## src/rtl/mips32_boot_ctrl.sv

```systemverilog
// Boot-and-run sequencer for the pipelined MIPS32 core.
// After start: optional register-file init (Reg[k]=k), program image load
// over a valid/ready port, one-cycle core clear, then supervised run until
// the core halts or the cycle budget is used up.
module mips32_boot_ctrl #(
  parameter int MEM_AW     = 10,
  parameter int REG_INIT   = 1,
  parameter int MAX_CYCLES = 1024
) (
  input  logic              clk1,
  input  logic              rst_n,
  input  logic              start,
  input  logic              ld_valid,
  output logic              ld_ready,
  input  logic [31:0]       ld_data,
  input  logic              ld_last,
  output logic              mem_we,
  output logic [MEM_AW-1:0] mem_addr,
  output logic [31:0]       mem_wdata,
  output logic              reg_we,
  output logic [4:0]        reg_addr,
  output logic [31:0]       reg_wdata,
  output logic              cpu_clear,
  output logic              cpu_run,
  input  logic              cpu_halted,
  output logic              busy,
  output logic              done,
  output logic              timeout,
  output logic [15:0]       cycle_count,
  output logic [MEM_AW:0]   words_loaded
);

  typedef enum logic [2:0] {S_IDLE, S_REGI, S_LOAD, S_CLEAR, S_RUN, S_DONE} state_t;

  localparam logic [15:0]       MAXC     = MAX_CYCLES[15:0];
  localparam logic [MEM_AW-1:0] ADDR_TOP = {MEM_AW{1'b1}};

  state_t              r_state, w_nxt;
  logic [4:0]          r_ridx, w_ridx_nxt;
  logic [MEM_AW-1:0]   r_addr, w_addr_nxt;
  logic [15:0]         r_cnt, w_cnt_nxt, w_cnt_inc;
  logic [MEM_AW:0]     r_wl, w_wl_nxt;
  logic                r_to, w_to_nxt;
  logic                w_mem_we, w_reg_we;
  logic [4:0]          w_reg_addr;
  logic                r_mem_we, r_reg_we, r_cpu_clear, r_cpu_run, r_busy, r_done;
  logic [MEM_AW-1:0]   r_mem_addr;
  logic [31:0]         r_mem_wdata;
  logic [4:0]          r_reg_addr;

  assign w_cnt_inc = r_cnt + 16'd1;

  // Next-state and next-value logic; every target defaults to hold/idle first.
  always_comb begin
    w_nxt      = r_state;
    w_ridx_nxt = r_ridx;
    w_addr_nxt = r_addr;
    w_cnt_nxt  = r_cnt;
    w_wl_nxt   = r_wl;
    w_to_nxt   = r_to;
    w_mem_we   = 1'b0;
    w_reg_we   = 1'b0;
    w_reg_addr = 5'd0;
    case (r_state)
      S_IDLE, S_DONE: begin
        if (start) begin
          w_cnt_nxt  = 16'd0;
          w_wl_nxt   = '0;
          w_to_nxt   = 1'b0;
          w_addr_nxt = '0;
          w_ridx_nxt = 5'd0;
          if (REG_INIT != 0) begin
            // Register 0 is written in the first REGI cycle.
            w_nxt    = S_REGI;
            w_reg_we = 1'b1;
          end else begin
            w_nxt = S_LOAD;
          end
        end
      end
      S_REGI: begin
        if (r_ridx == 5'd31) begin
          w_nxt = S_LOAD;
        end else begin
          w_ridx_nxt = r_ridx + 5'd1;
          w_reg_we   = 1'b1;
          w_reg_addr = r_ridx + 5'd1;
        end
      end
      S_LOAD: begin
        if (ld_valid) begin
          w_mem_we   = 1'b1;
          w_addr_nxt = r_addr + MEM_AW'(1);
          w_wl_nxt   = r_wl + (MEM_AW+1)'(1);
          // Stop on the tagged last word or when the top address is filled.
          if (ld_last || r_addr == ADDR_TOP) w_nxt = S_CLEAR;
        end
      end
      S_CLEAR: w_nxt = S_RUN;
      S_RUN: begin
        if (cpu_halted) begin
          w_nxt = S_DONE;
        end else begin
          w_cnt_nxt = w_cnt_inc;
          if (w_cnt_inc == MAXC) begin
            w_nxt    = S_DONE;
            w_to_nxt = 1'b1;
          end
        end
      end
      default: w_nxt = S_IDLE;
    endcase
  end

  // State register plus registered outputs derived from the next state.
  always_ff @(posedge clk1 or negedge rst_n) begin
    if (!rst_n) begin
      r_state     <= S_IDLE;
      r_ridx      <= '0;
      r_addr      <= '0;
      r_cnt       <= '0;
      r_wl        <= '0;
      r_to        <= 1'b0;
      r_mem_we    <= 1'b0;
      r_mem_addr  <= '0;
      r_mem_wdata <= '0;
      r_reg_we    <= 1'b0;
      r_reg_addr  <= '0;
      r_cpu_clear <= 1'b0;
      r_cpu_run   <= 1'b0;
      r_busy      <= 1'b0;
      r_done      <= 1'b0;
    end else begin
      r_state     <= w_nxt;
      r_ridx      <= w_ridx_nxt;
      r_addr      <= w_addr_nxt;
      r_cnt       <= w_cnt_nxt;
      r_wl        <= w_wl_nxt;
      r_to        <= w_to_nxt;
      r_mem_we    <= w_mem_we;
      if (w_mem_we) begin
        r_mem_addr  <= r_addr;
        r_mem_wdata <= ld_data;
      end
      r_reg_we    <= w_reg_we;
      r_reg_addr  <= w_reg_addr;
      r_cpu_clear <= (w_nxt == S_CLEAR);
      r_cpu_run   <= (w_nxt == S_RUN);
      r_busy      <= !(w_nxt == S_IDLE || w_nxt == S_DONE);
      r_done      <= (w_nxt == S_DONE);
    end
  end

  assign ld_ready     = (r_state == S_LOAD);
  assign mem_we       = r_mem_we;
  assign mem_addr     = r_mem_addr;
  assign mem_wdata    = r_mem_wdata;
  assign reg_we       = r_reg_we;
  assign reg_addr     = r_reg_addr;
  assign reg_wdata    = {27'd0, r_reg_addr};
  assign cpu_clear    = r_cpu_clear;
  assign cpu_run      = r_cpu_run;
  assign busy         = r_busy;
  assign done         = r_done;
  assign timeout      = r_to;
  assign cycle_count  = r_cnt;
  assign words_loaded = r_wl;

endmodule

```

## config.mk

```make
export PLATFORM = sky130hd
export DESIGN_NAME = mips32_boot_ctrl
export DESIGN_NICKNAME = d
export VERILOG_FILES = /design/src/rtl/mips32_boot_ctrl.sv
export SDC_FILE = /design/constraint.sdc
export NUM_CORES = 1
export LEC_CHECK = 0
export ABC_AREA = 1
export CORE_MARGIN = 4
export CORE_UTILIZATION = 40
export CTS_CLUSTER_SIZE = 28
export DETAILED_ROUTE_END_ITERATION = 10
export GPL_TIMING_DRIVEN = 0
export PLACE_DENSITY = 0.7
export SKIP_CTS_REPAIR_TIMING = 1
export SYNTH_ARGS = -nofsm -noshare
export SYNTH_HDL_FRONTEND = slang
export SYNTH_SLANG_ARGS = --single-unit
export TNS_END_PERCENT = 1
```

## constraint.sdc

```tcl
create_clock -name clk1 -period 2.5 [get_ports clk1]
set_clock_uncertainty 0.15 [all_clocks]
set_input_delay 0.5 -clock clk1 [delete_from_list [all_inputs] [get_ports clk1]]
set_output_delay 0.5 -clock clk1 [all_outputs]
set_load 0.02 [all_outputs]
```

==> reports/metrics.cfg <==
[run_status]
status=finished, violations left
violations=negative hold slack

[power_and_ir_drop]
ir_drop_mv=0.391
power_density_mw_per_mm2=661
power_w=0.00443
power.leakage_nw=3.20

[layout]
drive_gt1_share_pct=11.9
area_delta_synth_final_pct=38.8
fillers=1049
diodes=0
layout.nets=776
final_core_util_pct=57.7

[logic_synthesis]
ys_seq_area_share_pct=51.4
yosys.area.top_type=dfrtp_1
async_reset_ff_share_pct=100
netlist.area_leader.share_pct=51.4
synth.area.top_cells=dfrtp_1 51%, nand2_1 13%, buf_4 5.1%, inv_1 3.8%, nand3_1 3.0%
ys_ff_latch=99
synth_area_per_cell_um2=8.46
synth_edf_count=0
yosys_warnings=0
synth_cell_types=37
synth_cells=570
synth_ff_type=dfrtp_1
yosysMostFrequentCell=nand2_1
synth_common_cells=173 x nand2_1, 99 x dfrtp_1, 49 x inv_1
netlist_area_mm2=0.00482

[job]
drv_cap=0

[critical_path]
r2r_cells=14
worstPathArrival_ns=1.74
worstSetupStartpointType=register
crit_path_top_delay_cell=clkdlybuf4s50_1
crit_chain=inv_2 > nor2_4 > nand2_4 > inv_4 > clkdlybuf4s50_1
path_class=reg2out
cpPeakStageDelay_ns=0.60
timing.rr.start=cycle_count[0]
end_kind=output pin
critPathLaunch=r_state[1]
required_ns=1.85
worstPathMaxFanout=5

[worst_hold_path]
hold_path.class=in2async

[timing]
whs_ns=-0.00874
period_share_pct=95.8
worst_slew_pin_slew_ns=0.559
hold_viol_final=5
max_freq_ghz=0.418
setup_viol_count_final=0
period_needed_ns=2.39
rsz0062_at_grt=false
relSlewSlack_pct=62.7
maxSlewViolCount=0

[clock_network]
cts_buffers=9
cts_tree=built
clock_latency_ns=0.34
htreeDepth=3
cts_root_buffer=clkbuf_16
clk_pin_slew_worst_paths_ns=0.07
clock_sinks=99
clk_path_buf_depth=2

[place]
io_buffers=124
dp_hpwl_um=8930
place.gp.congestion=0.921

[global_route]
overflow=0
grt_max_degree=60
antenna_found_initial=0
grt_pass1_wl_um=19700
first_global_vias=4098
grt.total_usage_pct=17.1

[route]
drc_errors=0
drt-initial-drc-count=223
wl_um=11800
vias_per_cell=4.80
vias=4222
first_pass_iters=4
routedWlPerCell_um=13.4
ant_nets=0

[die]
start_util_pct=41.5
coreArea_mm2=0.0116
io-pin-count=152
die_h_um=118
fp.dieW_um=118
die_area_mm2=0.0139
rows=39

## layer usage
layer,GRT usage [%],wire (um),vias up
met1,21.5,5070,1980
met2,28.4,5660,137
li1,-,-,2090
met3,5.53,921,15
met4,4.91,170,0
met5,0,0,-
## where the power goes
part	internal (W)	switching, W	leakage, nW
combinational	0.000476	0.000589	1.69
sequential	0.00174	0.000105	1.35
clock	0.000905	0.000614	0.155
total	0.00312	0.00131	3.20
## sequential cells by signal (all words and copies together) (netlist names)
register      flops
mem_we            1
cpu_run           1
r_addr           10
cpu_clear         1
mem_wdata        32
timeout           1
cycle_count      16
r_ridx            5
busy              1
reg_addr          5
done              1
reg_we            1
r_state           3
words_loaded     11
mem_addr         10
## worst max-delay path, delay by kind of cell, from the launching register on
kind                   cells  cell delay [ns]
DFF                        1             0.43
buffers and inverters      3             0.78
and+or+nand+nor            2             0.21
## cell families (layout without fill, tap and decap cells)
kind of cell               count (synthesis)  in the layout  synth area share (%)
muxes                                      1              1                 0.208
and+or+nand+nor                          290            290                  26.9
xor gates and xnor gates                  10             10                  1.82
adders and majority gates                  6              6                  1.56
DFF                                       99             99                  51.4
buffers and inverters                    104            245                  11.4
AOI/OAI and AO/OA                         59             59                  6.69
other                                      1             27                0.0777
## cell type report
type / count / area [um2] / share of cell area [%]
multi-input combinational: 393 / 1900 / 28.3
inverter: 57 / 221 / 3.31
clock inverter: 6 / 88.8 / 1.33
sequential: 99 / 2480 / 37.0
timing repair buffer: 125 / 1270 / 18.9
clock buffer: 10 / 239 / 3.57
buffer: 47 / 329 / 4.91
tap: 143 / 179 / 2.67
## cells in the final DEF (no fill, tap or decap), types with 2 or more instances in the layout
cell type | synthesis | layout
nor2_2 | 3 | 4
nor2_1 | 36 | 35
a21oi_1 | 18 | 18
buf_2 | 5 | 5
xor2_1 | 10 | 10
buf_4 | 33 | 34
bufinv_16 | 0 | 2
nor4_1 | 3 | 3
o31ai_1 | 4 | 4
nor2_4 | 4 | 4
ha_1 | 6 | 6
nand2_2 | 4 | 4
clkinv_4 | 1 | 2
inv_1 | 49 | 49
and2_1 | 2 | 2
inv_2 | 6 | 6
nor3_1 | 19 | 19
nand4_1 | 6 | 6
clkdlybuf4s50_1 | 0 | 123
nor3_2 | 3 | 3
buf_6 | 3 | 3
conb_1 | 1 | 27
clkinvlp_4 | 0 | 2
nand3_1 | 29 | 29
clkbuf_1 | 6 | 6
o22ai_1 | 8 | 8
o21ai_1 | 4 | 4
o21ai_0 | 22 | 22
nand3_2 | 2 | 2
clkbuf_16 | 0 | 9
nand2_4 | 3 | 3
nand2_1 | 173 | 173
dfrtp_1 | 99 | 99
## path summary, 6_finish.rpt
kind	endpoint	slack, ns
max in group asynchronous	r_addr[4]	1.53
min in group clk1	mem_wdata[10]	0.33
min reg2reg	mem_wdata[10]	0.33
max	ld_ready	0.11
min	reg_we	-0.009
max reg2reg	busy	0.22
## through the flow
step / worst slack (ns) / setup TNS, ns / area, um2 / hold WS [ns] / std cells
2_1_floorplan: 0.432 / 0 / 4920 / 0.0544 / 596
3_3_place_gp: -3.06 / -302.38 / 6340 / 0.311 / 863
3_5_place_dp: 0.177 / 0 / 6370 / 0.314 / 864
4_1_cts: 0.0804 / 0 / 6690 / 0.0174 / 880
5_1_grt: 0.0122 / 0 / 6700 / 0.0386 / 880
6_report: 0.105 / 0 / 6700 / -0.00874 / 880
(Power assumes the default switching activity.)
